`src/rtl/uart_rx_pkg.sv`:
```
// Shared types and constants for the UART receive capture block.
package uart_rx_pkg;

    typedef enum logic [2:0] {IDLE, START, DATA, STOP, BREAK} uart_rx_state_t;

    localparam int UART_DATA_BITS = 8;

    // Baud count at which the middle of the start bit is reached.
    function automatic int mid_bit_count(input int clks_per_bit);
        return clks_per_bit / 2 - 1;
    endfunction

endpackage

```
`src/rtl/uart_byte_fifo.sv`:
```
// Show-ahead FIFO with a registered head: o_data/o_valid reflect the entry that
// will be at the head after this cycle's push/pop.
module uart_byte_fifo #(
    parameter int DEPTH = 16,
    parameter int WIDTH = 8
) (
    input  logic             clk,
    input  logic             rst,
    input  logic             i_push,
    input  logic [WIDTH-1:0] i_data,
    input  logic             i_pop,
    output logic [WIDTH-1:0] o_data,
    output logic             o_valid,
    output logic             o_full,
    output logic             o_empty
);

    localparam int AW = $clog2(DEPTH);

    logic [WIDTH-1:0] r_mem [DEPTH];
    logic [AW:0]      r_wr_ptr;
    logic [AW:0]      r_rd_ptr;
    logic [WIDTH-1:0] r_data;
    logic             r_valid;

    logic             w_full;
    logic             w_empty;
    logic             w_do_push;
    logic             w_do_pop;
    logic [AW:0]      w_wr_ptr_nxt;
    logic [AW:0]      w_rd_ptr_nxt;

    assign w_empty      = (r_wr_ptr == r_rd_ptr);
    assign w_full       = (r_wr_ptr[AW] != r_rd_ptr[AW]) &&
                          (r_wr_ptr[AW-1:0] == r_rd_ptr[AW-1:0]);
    assign w_do_pop     = i_pop && !w_empty;
    assign w_do_push    = i_push && (!w_full || w_do_pop);
    assign w_wr_ptr_nxt = w_do_push ? r_wr_ptr + 1'b1 : r_wr_ptr;
    assign w_rd_ptr_nxt = w_do_pop  ? r_rd_ptr + 1'b1 : r_rd_ptr;

    always_ff @(posedge clk) begin
        if (w_do_push) begin
            r_mem[r_wr_ptr[AW-1:0]] <= i_data;
        end
    end

    // The new head may be the byte being written this very cycle.
    always_ff @(posedge clk or posedge rst) begin
        if (rst) begin
            r_wr_ptr <= '0;
            r_rd_ptr <= '0;
            r_data   <= '0;
            r_valid  <= 1'b0;
        end else begin
            r_wr_ptr <= w_wr_ptr_nxt;
            r_rd_ptr <= w_rd_ptr_nxt;
            r_valid  <= (w_wr_ptr_nxt != w_rd_ptr_nxt);
            if (w_do_push && (w_rd_ptr_nxt[AW-1:0] == r_wr_ptr[AW-1:0])) begin
                r_data <= i_data;
            end else begin
                r_data <= r_mem[w_rd_ptr_nxt[AW-1:0]];
            end
        end
    end

    assign o_data  = r_data;
    assign o_valid = r_valid;
    assign o_full  = w_full;
    assign o_empty = w_empty;

endmodule

```
`src/rtl/uart_rx_capture.sv`:
```
// 8N1 UART receiver: input synchroniser, mid-bit sampling FSM and a byte FIFO
// presented on a valid/ready interface.
module uart_rx_capture
    import uart_rx_pkg::*;
#(
    parameter int CLKS_PER_BIT = 4,
    parameter int FIFO_DEPTH   = 16,
    parameter int SYNC_STAGES  = 2
) (
    input  logic        clk,
    input  logic        rst,
    input  logic        rx_serial,
    output logic [7:0]  rx_data,
    output logic        rx_valid,
    input  logic        rx_ready,
    output logic        frame_err,
    output logic        overflow,
    input  logic        clr_overflow,
    output logic [31:0] rx_count,
    output logic        busy
);

    localparam int                BAUD_W   = $clog2(CLKS_PER_BIT);
    localparam logic [BAUD_W-1:0] MID_CNT  = BAUD_W'(mid_bit_count(CLKS_PER_BIT));
    localparam logic [BAUD_W-1:0] LAST_CNT = BAUD_W'(CLKS_PER_BIT - 1);
    localparam logic [2:0]        LAST_BIT = 3'(UART_DATA_BITS - 1);

    logic [SYNC_STAGES-1:0]    r_sync;
    uart_rx_state_t            r_state;
    logic [BAUD_W-1:0]         r_baud_cnt;
    logic [2:0]                r_bit_cnt;
    logic [UART_DATA_BITS-1:0] r_shift;
    logic                      r_push;
    logic                      r_frame_err;
    logic                      r_overflow;
    logic [31:0]               r_rx_count;

    logic w_rxs;
    logic w_full;
    logic w_empty;
    logic w_valid;
    logic w_pop;
    logic w_accept;
    logic w_drop;

    // Reset high so a line held low across reset is not seen as a start bit.
    always_ff @(posedge clk or posedge rst) begin
        if (rst) begin
            r_sync <= '1;
        end else begin
            r_sync <= {r_sync[SYNC_STAGES-2:0], rx_serial};
        end
    end

    assign w_rxs = r_sync[SYNC_STAGES-1];

    always_ff @(posedge clk or posedge rst) begin
        if (rst) begin
            r_state     <= IDLE;
            r_baud_cnt  <= '0;
            r_bit_cnt   <= '0;
            r_shift     <= '0;
            r_push      <= 1'b0;
            r_frame_err <= 1'b0;
        end else begin
            r_push      <= 1'b0;
            r_frame_err <= 1'b0;
            case (r_state)
                IDLE: begin
                    r_baud_cnt <= '0;
                    if (!w_rxs) r_state <= START;
                end
                START: begin
                    if (r_baud_cnt == MID_CNT) begin
                        r_baud_cnt <= '0;
                        r_bit_cnt  <= '0;
                        r_state    <= w_rxs ? IDLE : DATA;
                    end else begin
                        r_baud_cnt <= r_baud_cnt + BAUD_W'(1);
                    end
                end
                DATA: begin
                    if (r_baud_cnt == LAST_CNT) begin
                        r_baud_cnt <= '0;
                        r_shift    <= {w_rxs, r_shift[UART_DATA_BITS-1:1]};
                        if (r_bit_cnt == LAST_BIT) begin
                            r_state <= STOP;
                        end else begin
                            r_bit_cnt <= r_bit_cnt + 3'd1;
                        end
                    end else begin
                        r_baud_cnt <= r_baud_cnt + BAUD_W'(1);
                    end
                end
                STOP: begin
                    // Leaving at mid-stop leaves half a bit to catch the next start edge.
                    if (r_baud_cnt == LAST_CNT) begin
                        r_baud_cnt <= '0;
                        if (w_rxs) begin
                            r_push  <= 1'b1;
                            r_state <= IDLE;
                        end else begin
                            r_frame_err <= 1'b1;
                            r_state     <= BREAK;
                        end
                    end else begin
                        r_baud_cnt <= r_baud_cnt + BAUD_W'(1);
                    end
                end
                BREAK: begin
                    r_baud_cnt <= '0;
                    if (w_rxs) r_state <= IDLE;
                end
                default: begin
                    r_baud_cnt <= '0;
                    r_state    <= IDLE;
                end
            endcase
        end
    end

    // A full FIFO still takes the byte when the consumer pops in the same cycle.
    assign w_pop    = w_valid && rx_ready;
    assign w_accept = r_push && (!w_full || w_pop);
    assign w_drop   = r_push && w_full && !w_pop;

    always_ff @(posedge clk or posedge rst) begin
        if (rst) begin
            r_overflow <= 1'b0;
            r_rx_count <= '0;
        end else begin
            if (w_drop) begin
                r_overflow <= 1'b1;
            end else if (clr_overflow) begin
                r_overflow <= 1'b0;
            end
            if (w_accept) begin
                r_rx_count <= r_rx_count + 32'd1;
            end
        end
    end

    uart_byte_fifo #(
        .DEPTH (FIFO_DEPTH),
        .WIDTH (UART_DATA_BITS)
    ) u_fifo (
        .clk     (clk),
        .rst     (rst),
        .i_push  (r_push),
        .i_data  (r_shift),
        .i_pop   (w_pop),
        .o_data  (rx_data),
        .o_valid (w_valid),
        .o_full  (w_full),
        .o_empty (w_empty)
    );

    assign rx_valid  = w_valid;
    assign frame_err = r_frame_err;
    assign overflow  = r_overflow;
    assign rx_count  = r_rx_count;
    assign busy      = (r_state != IDLE);

endmodule

```
`config.mk`:
```
export PLATFORM = sky130hd
export DESIGN_NAME = uart_rx_capture
export DESIGN_NICKNAME = d
export VERILOG_FILES = /design/src/rtl/uart_rx_pkg.sv /design/src/rtl/uart_byte_fifo.sv /design/src/rtl/uart_rx_capture.sv
export SDC_FILE = /design/constraint.sdc
export NUM_CORES = 1
export LEC_CHECK = 0
export CORE_ASPECT_RATIO = 1.1
export CORE_MARGIN = 5
export CORE_UTILIZATION = 40
export CTS_BUF_LIST = sky130_fd_sc_hd__clkbuf_16
export CTS_CLUSTER_SIZE = 25
export DETAILED_ROUTE_END_ITERATION = 7
export GPL_TIMING_DRIVEN = 0
export SETUP_SLACK_MARGIN = 0.4
export SYNTH_ARGS = -nofsm -noshare
export SYNTH_HDL_FRONTEND = slang
export SYNTH_SLANG_ARGS = --single-unit
```
`constraint.sdc`:
```
create_clock -name clk -period 3.2 [get_ports clk]
set_input_delay 0.96 -clock clk [delete_from_list [all_inputs] [get_ports clk]]
set_output_delay 0.96 -clock clk [all_outputs]
set_load 0.01 [all_outputs]
```
* Word level (Yosys, flattened, before mapping) *
Memory sizes are Yosys's and may differ from the RTL's. A register that Yosys moved wholly into a read port is not among the register bits.
Index checks and enable logic that the tools add are counted.

operators by class
  add/sub/neg operators = 5
  equality and inequality tests = 18
  muxes and demuxes = 28
  reductions and logical operators = 20

operators by type and width
  kind                                           count
  adder 32 x 1 -> 32 bit, second input constant  1
  2-to-1 mux 3 bit                               10
  one-hot mux 3 bit (5 select lines)             1
  != test 2 bit, second input constant           7
  adder 5 x 1 -> 5 bit, second input constant    2
  2-to-1 mux 1 bit                               10
  2-to-1 mux 5 bit                               2
  logical AND 1 bit                              7
  == test 3 x 2 -> 1 bit, second input constant  2
  == test 3 bit, second input constant           2
  2-to-1 mux 2 bit                               3
  one-hot mux 3 bit (2 select lines)             1
  AND reduction 6 bit                            1
  == test 5 bit                                  1
  != test 5 bit                                  1
  == test 4 bit                                  1
  one-hot mux 2 bit (2 select lines)             1
  AND reduction 4 bit                            1
  nonzero test 2 bit                             2
  adder 3 x 1 -> 3 bit, second input constant    1
  == test 3 x 1 -> 1 bit, second input constant  1
  zero test 1 bit                                3
  zero test 3 bit                                1
  nonzero test 3 bit                             1
  other kinds (7)                                8

word-level totals
  flip-flop bits (word level) = 64
  RAM bits = 128
  input port bits = 5
  output and inout port bits = 44
  word-level logic and storage cells = 84
  memories = 1

memory list
  name          depth  width  read ports  clocked after Yosys merged registers in  wr ports  line                  source
  u_fifo.r_mem  16     8      1           1                                        1         uart_byte_fifo.sv:20  logic [WIDTH-1:0] r_mem [DEPTH];

* Logic depth before layout (Yosys ltp) *
  word-level depth = 7
  mapped depth = 12
  gate-level depth less buffers = 9

* By module *
A second synthesis with hierarchy kept.

second synthesis, totals
  cell total of the unflattened synthesis = 605
  area total of the unflattened synthesis = 8608.3 µm²

modules (own cells, without submodules)
  module           times used  cells each  area an instance (µm²)  sequential area each (µm²)
  uart_byte_fifo   1           401         6154.7                  4319.1
  uart_rx_capture  1           204         2453.6                  1328.8

* Worst setup path after synthesis *
Ideal clock, no wire load.

  kind = input to register
  start = input port rx_ready
  end = register u_fifo.r_data[2] (netlist: u_fifo.o_data[2]) (read register of u_fifo.r_mem)
  library setup time = 0.125 ns
  data arrival time = 3.057 ns
  required time = 3.075 ns
  setup slack = 0.019 ns
  cell stages on the path = 10
  path buffers = 3
  cell sequence = and2_1 -> clkbuf_1 -> clkbuf_1 -> clkbuf_1 -> a21oi_1 -> nor2_1 -> nor4b_1 -> a311oi_1 -> or4_1 -> mux2_2

between the ends
  word-level cells in the longest chain between the ends = 3

ends and longest elaborated chain
  item               line                    source
  from (decl)        uart_rx_capture.sv:15   input logic rx_ready,
  logical AND 1 bit  uart_rx_capture.sv:123  assign w_pop = w_valid && rx_ready;
  logical AND 1 bit  uart_byte_fifo.sv:36    assign w_do_pop = i_pop && !w_empty;
  2-to-1 mux 5 bit   uart_byte_fifo.sv:39    assign w_rd_ptr_nxt = w_do_pop ? r_rd_ptr + 1'b1 : r_rd_ptr;
  to (decl)          uart_byte_fifo.sv:23    logic [WIDTH-1:0] r_data;

No other way between the ends.
A chain may end at the register's enable or synchronous reset.

* Worst setup path in the final report *
  start = register u_fifo.r_wr_ptr[1]
  end = register u_fifo.r_data[2] (netlist: u_fifo.o_data[2]) (read register of u_fifo.r_mem)

between the ends
  word-level cells in the longest chain between the ends = 4

ends and longest elaborated chain
  item                    line                  source
  from (decl)             uart_byte_fifo.sv:21  logic [AW:0] r_wr_ptr;
  from (signal assigned)  uart_byte_fifo.sv:55  r_wr_ptr <= w_wr_ptr_nxt;
  == test 5 bit           uart_byte_fifo.sv:33  assign w_empty = (r_wr_ptr == r_rd_ptr);
  zero test 1 bit         uart_byte_fifo.sv:36
  logical AND 1 bit       uart_byte_fifo.sv:36
  2-to-1 mux 5 bit        uart_byte_fifo.sv:39

No other way between the ends.

==> metrics.md <==
| Metric | Value |
|---|---|
| Via count of the first global-routing pass | `7665` |
| Crit path max-delay family | `simple AND/OR/NAND/NOR gates` |
| Main synth FF type | `edfxtp_1` |
| CP Data Arrival Time | `3.34 ns` |
| Slew headroom | `30.7%` |
| Levels on crit path | `11` |
| Placed cell areas | `0.0108 mm2` |
| Largest net degree at the start of global routing | `39` |
| Synth top area share | `39.1%` |
| Crit path launch | `u_fifo.r_wr_ptr[1]$_DFF_PP0_` |
| Final Hold Fails | `0` |
| Sw Share | `42.3%` |
| Final setup violation count | `0` |
| Seq cells post-synth | `200` |
| Combinational Power Share | `59.3%` |
| Setup clock skew after layout | `0.00997 ns` |
| Drt wl/cell | `21.5 um` |
| EDFF count, synth | `128` |
| Main combinational cell family by area after synthesis | `simple AND/OR/NAND/NOR gates` |
| Synth warn | `0` |
| FF-to-FF setup slack | `0.18 ns` |
| Ys async rst share | `36.0%` |
| Post-synth top area cell | `edfxtp_1` |
| Number of I/O port buffers | `48` |
| Worst path max stage delay | `0.51 ns` |
| TritonCTS Buffers | `17` |
| Layout area overhead | `32.7%` |
| Clock power share | `16.1%` |
| Fin crit share | `94.5%` |
| F_max | `331 MHz` |
| Worst reg2reg path depth | `11` |
| Max IR drop VDD | `541 uV` |
| Mean Syn Cell Area | `10.7 um2` |
| Leakage | `4.83 nW` |
| Slew @ Worst Pin | `1.03 ns` |
| Final Wtd Congestion | `0.814` |
| Clk slew on worst S/H paths | `0.08 ns` |
| TNS Setup | `0 ns` |
| First-pass GRT wire length | `44800 um` |
| ANT nets after route | `0` |
| WP data required | `3.52 ns` |
| Die H | `174 um` |
| Startpoint of the worst hold path | `r_sync[0]$_DFF_PP1_` |
| H-tree Lvls | `4` |
| Clock tree buffer depth | `2` |
| Int Pwr | `7.56 mW` |
| Post-synthesis compound-gate area fraction | `11.3%` |
| Area contributors post-synth | `edfxtp_1 39%, dfrtp_1 18%, a21oi_1 5.1%` |
| Initial antenna violation count | `0` |
| TritonCTS clock tree | `built` |
| Diode count | `0` |
| CP Capture Point | `u_fifo.o_data[2]$_DFF_PP0_` |
| Drt pass-1 iters | `5` |
| Syn Nets | `931` |
| Worst hold slack | `0.360 ns` |
| DIE AREA | `0.0278 mm2` |
| Cells along the critical path | `xnor2_2 > and4_1 > buf_6 > a21oi_4 > mux2i_4 > buf_4 > buf_12 > nor4b_4 > a311oi_1 > or4_1 > mux2_2` |
| Switching pwr | `5.53 mW` |
| Drt drc | `0` |
| Startpoint Class | `flip-flop` |
| Period minus WS final | `3.02 ns` |
| Crit. End Element | `flip-flop` |
| Synth Area in Simple Gates | `20.0%` |
| Xor and xnor area share after synthesis | `4.64%` |
| Initial Util | `40.4%` |
| CTS sink cnt | `200` |
| Crit path buf inv count | `3` |
| Final wirelength | `29200 um` |
| Post-synthesis adder-cell area fraction | `1.40%` |
| Max-cap viol count | `0` |
| Seq pwr share | `24.6%` |
| DRT iter0 DRCs | `868` |
| Post-synthesis cell type count | `38` |
| R2r startpoint | `u_fifo.r_wr_ptr[1]$_DFF_PP0_` |
| Gr ovfl total | `0` |
| Slowest CP cell | `or4_1` |
| Most frequent cells in the layout | `128 x edfxtp_1, 117 x nand2_1, 100 x a21oi_1` |
| Share of post-route cells with drive strength above 1 | `23.6%` |
| Fin nets | `1049` |
| Die X-Extent | `159 um` |
| Multiplexer area fraction after synthesis | `2.17%` |
| Worst-path fanout max | `10` |
| Commonest non-fill, non-tap cell in the layout | `edfxtp_1` |
| Status | `finished clean` |
| Core outline area | `0.0243 mm2` |
| Routed vias | `7808` |
| Ports | `49` |
| Row count | `60` |
| Synthesized cell area | `0.00982 mm2` |
| Drt via density | `5.76` |
| Hold WC Path Type | `reg2reg` |
| Register area share after synthesis | `57.5%` |
| Post-DP HPWL | `18100 um` |
| Hold path cells | `0` |
| Worst R2R End | `u_fifo.o_data[2]$_DFF_PP0_` |
| Final instance area | `0.0130 mm2` |
| Power per cell area | `1000 mW/mm2` |
| Kind of critical path | `reg2reg` |
| RSZ-0062 raised after global routing | `true` |
| Overall routing resource usage | `20.7%` |
| Root Driver | `clkbuf_16` |
| Clock latency on the worst-skew pair | `0.44 ns` |
| Post-Syn Instances | `915` |
| Pins Over Slew Limit | `0` |
[worst min path at each step]
| stage | end | slack, ns |
|---|---|---|
| after floorplan | r_sync[1]$_DFF_PP1_ | 0.35 |
| after global placement | r_sync[1]$_DFF_PP1_ | 0.35 |
| after detailed placement | r_sync[1]$_DFF_PP1_ | 0.35 |
| after CTS | r_sync[1]$_DFF_PP1_ | 0.36 |
| after global routing | r_sync[1]$_DFF_PP1_ | 0.36 |
| final | r_sync[1]$_DFF_PP1_ | 0.36 |
[worst register-to-register path, delay by kind of cell (launching register included)]
kind                      cells  cell delay (ns)
AOI/OAI and AO/OA             2             0.19
xor gates and xnor gates      1             0.20
buffers and inverters         3             0.44
DFF                           1             0.43
muxes                         2             0.54
and+or+nand+nor               3             1.10
[repair_timing]
action	4_1_cts	5_1_grt
cloned	3	0
gates resized for setup	194	50
pin swaps	30	17
buffers inserted	31	16
hold buffers	0	0
setup endpoints to repair	153	51
[power by group through the flow]
stage	Combinational [mW]	Clock (mW)	Sequential [mW]
6_report	7.77	2.11	3.22
5_1_grt	8.22	2.24	3.25
4_1_cts	7.02	2.13	3.22
3_5_place_dp	4.89	0	3.27
3_3_place_gp	4.87	0	3.26
2_1_floorplan	3.30	0	3.22
[sequential cells by signal, indices dropped and copies added (netlist names), 3 cells and up]
name,count
r_bit_cnt,3
r_shift,8
r_state,3
rx_count,32
u_fifo.o_data,8
u_fifo.r_mem,128
u_fifo.r_rd_ptr,5
u_fifo.r_wr_ptr,5
[cells in the mapped netlist, types with 18 or more instances]
cell type and instances:
edfxtp_1 128, nand2_1 125, nand3b_1 33, inv_1 18, a21oi_1 101, nand2b_1 34, nand3_1 50, nor2_1 62
dfrtp_1 70, mux2_2 18, a311oi_1 33, nor4b_1 32, clkbuf_1 46, a211oi_1 33, xnor2_1 45
[cell type report]
class	instances	area (um2)
fillers	2089	11300
well taps	310	388
plain buffers	58	495
repair buffers	99	1020
inverters	20	82.6
multi-input cells	637	4810
flip-flops and latches	200	5660
clock inverters	15	154
clock buffers	17	425
[through the flow]
step	power [mW]	instances	setup WS (ns)	util [%]
3_5_place_dp	8.16	1274	-1.18	44.5
4_1_cts	12.4	1340	0.223	52.3
6_report	13.1	1356	0.177	53.6
2_1_floorplan	6.52	915	0.312	-
5_1_grt	13.7	1356	0.0753	53.6
3_3_place_gp	8.13	1273	-1.13	44.4
[cell families (layout without fill, tap and decap cells)]
| group | count (synthesis) | count (layout) |
|---|---|---|
| AND/OR/NAND/NOR | 377 | 377 |
| flip-flops | 200 | 200 |
| AO/OA/AOI/OAI | 178 | 178 |
| buffers and inverters | 78 | 209 |
| XOR/XNOR | 52 | 52 |
| multiplexers | 19 | 19 |
| adder cells (fa/ha/maj) | 11 | 11 |
[metal layers]
metal  track usage (%)  routed length (um)  up-vias
li1                  -                   -     3605
met1              26.6               12100     3819
met2              33.7               13900      327
met3              4.96                2130       57
met4              8.39                1020        0
met5                 0                   0        -
(Power assumes the default switching activity.)
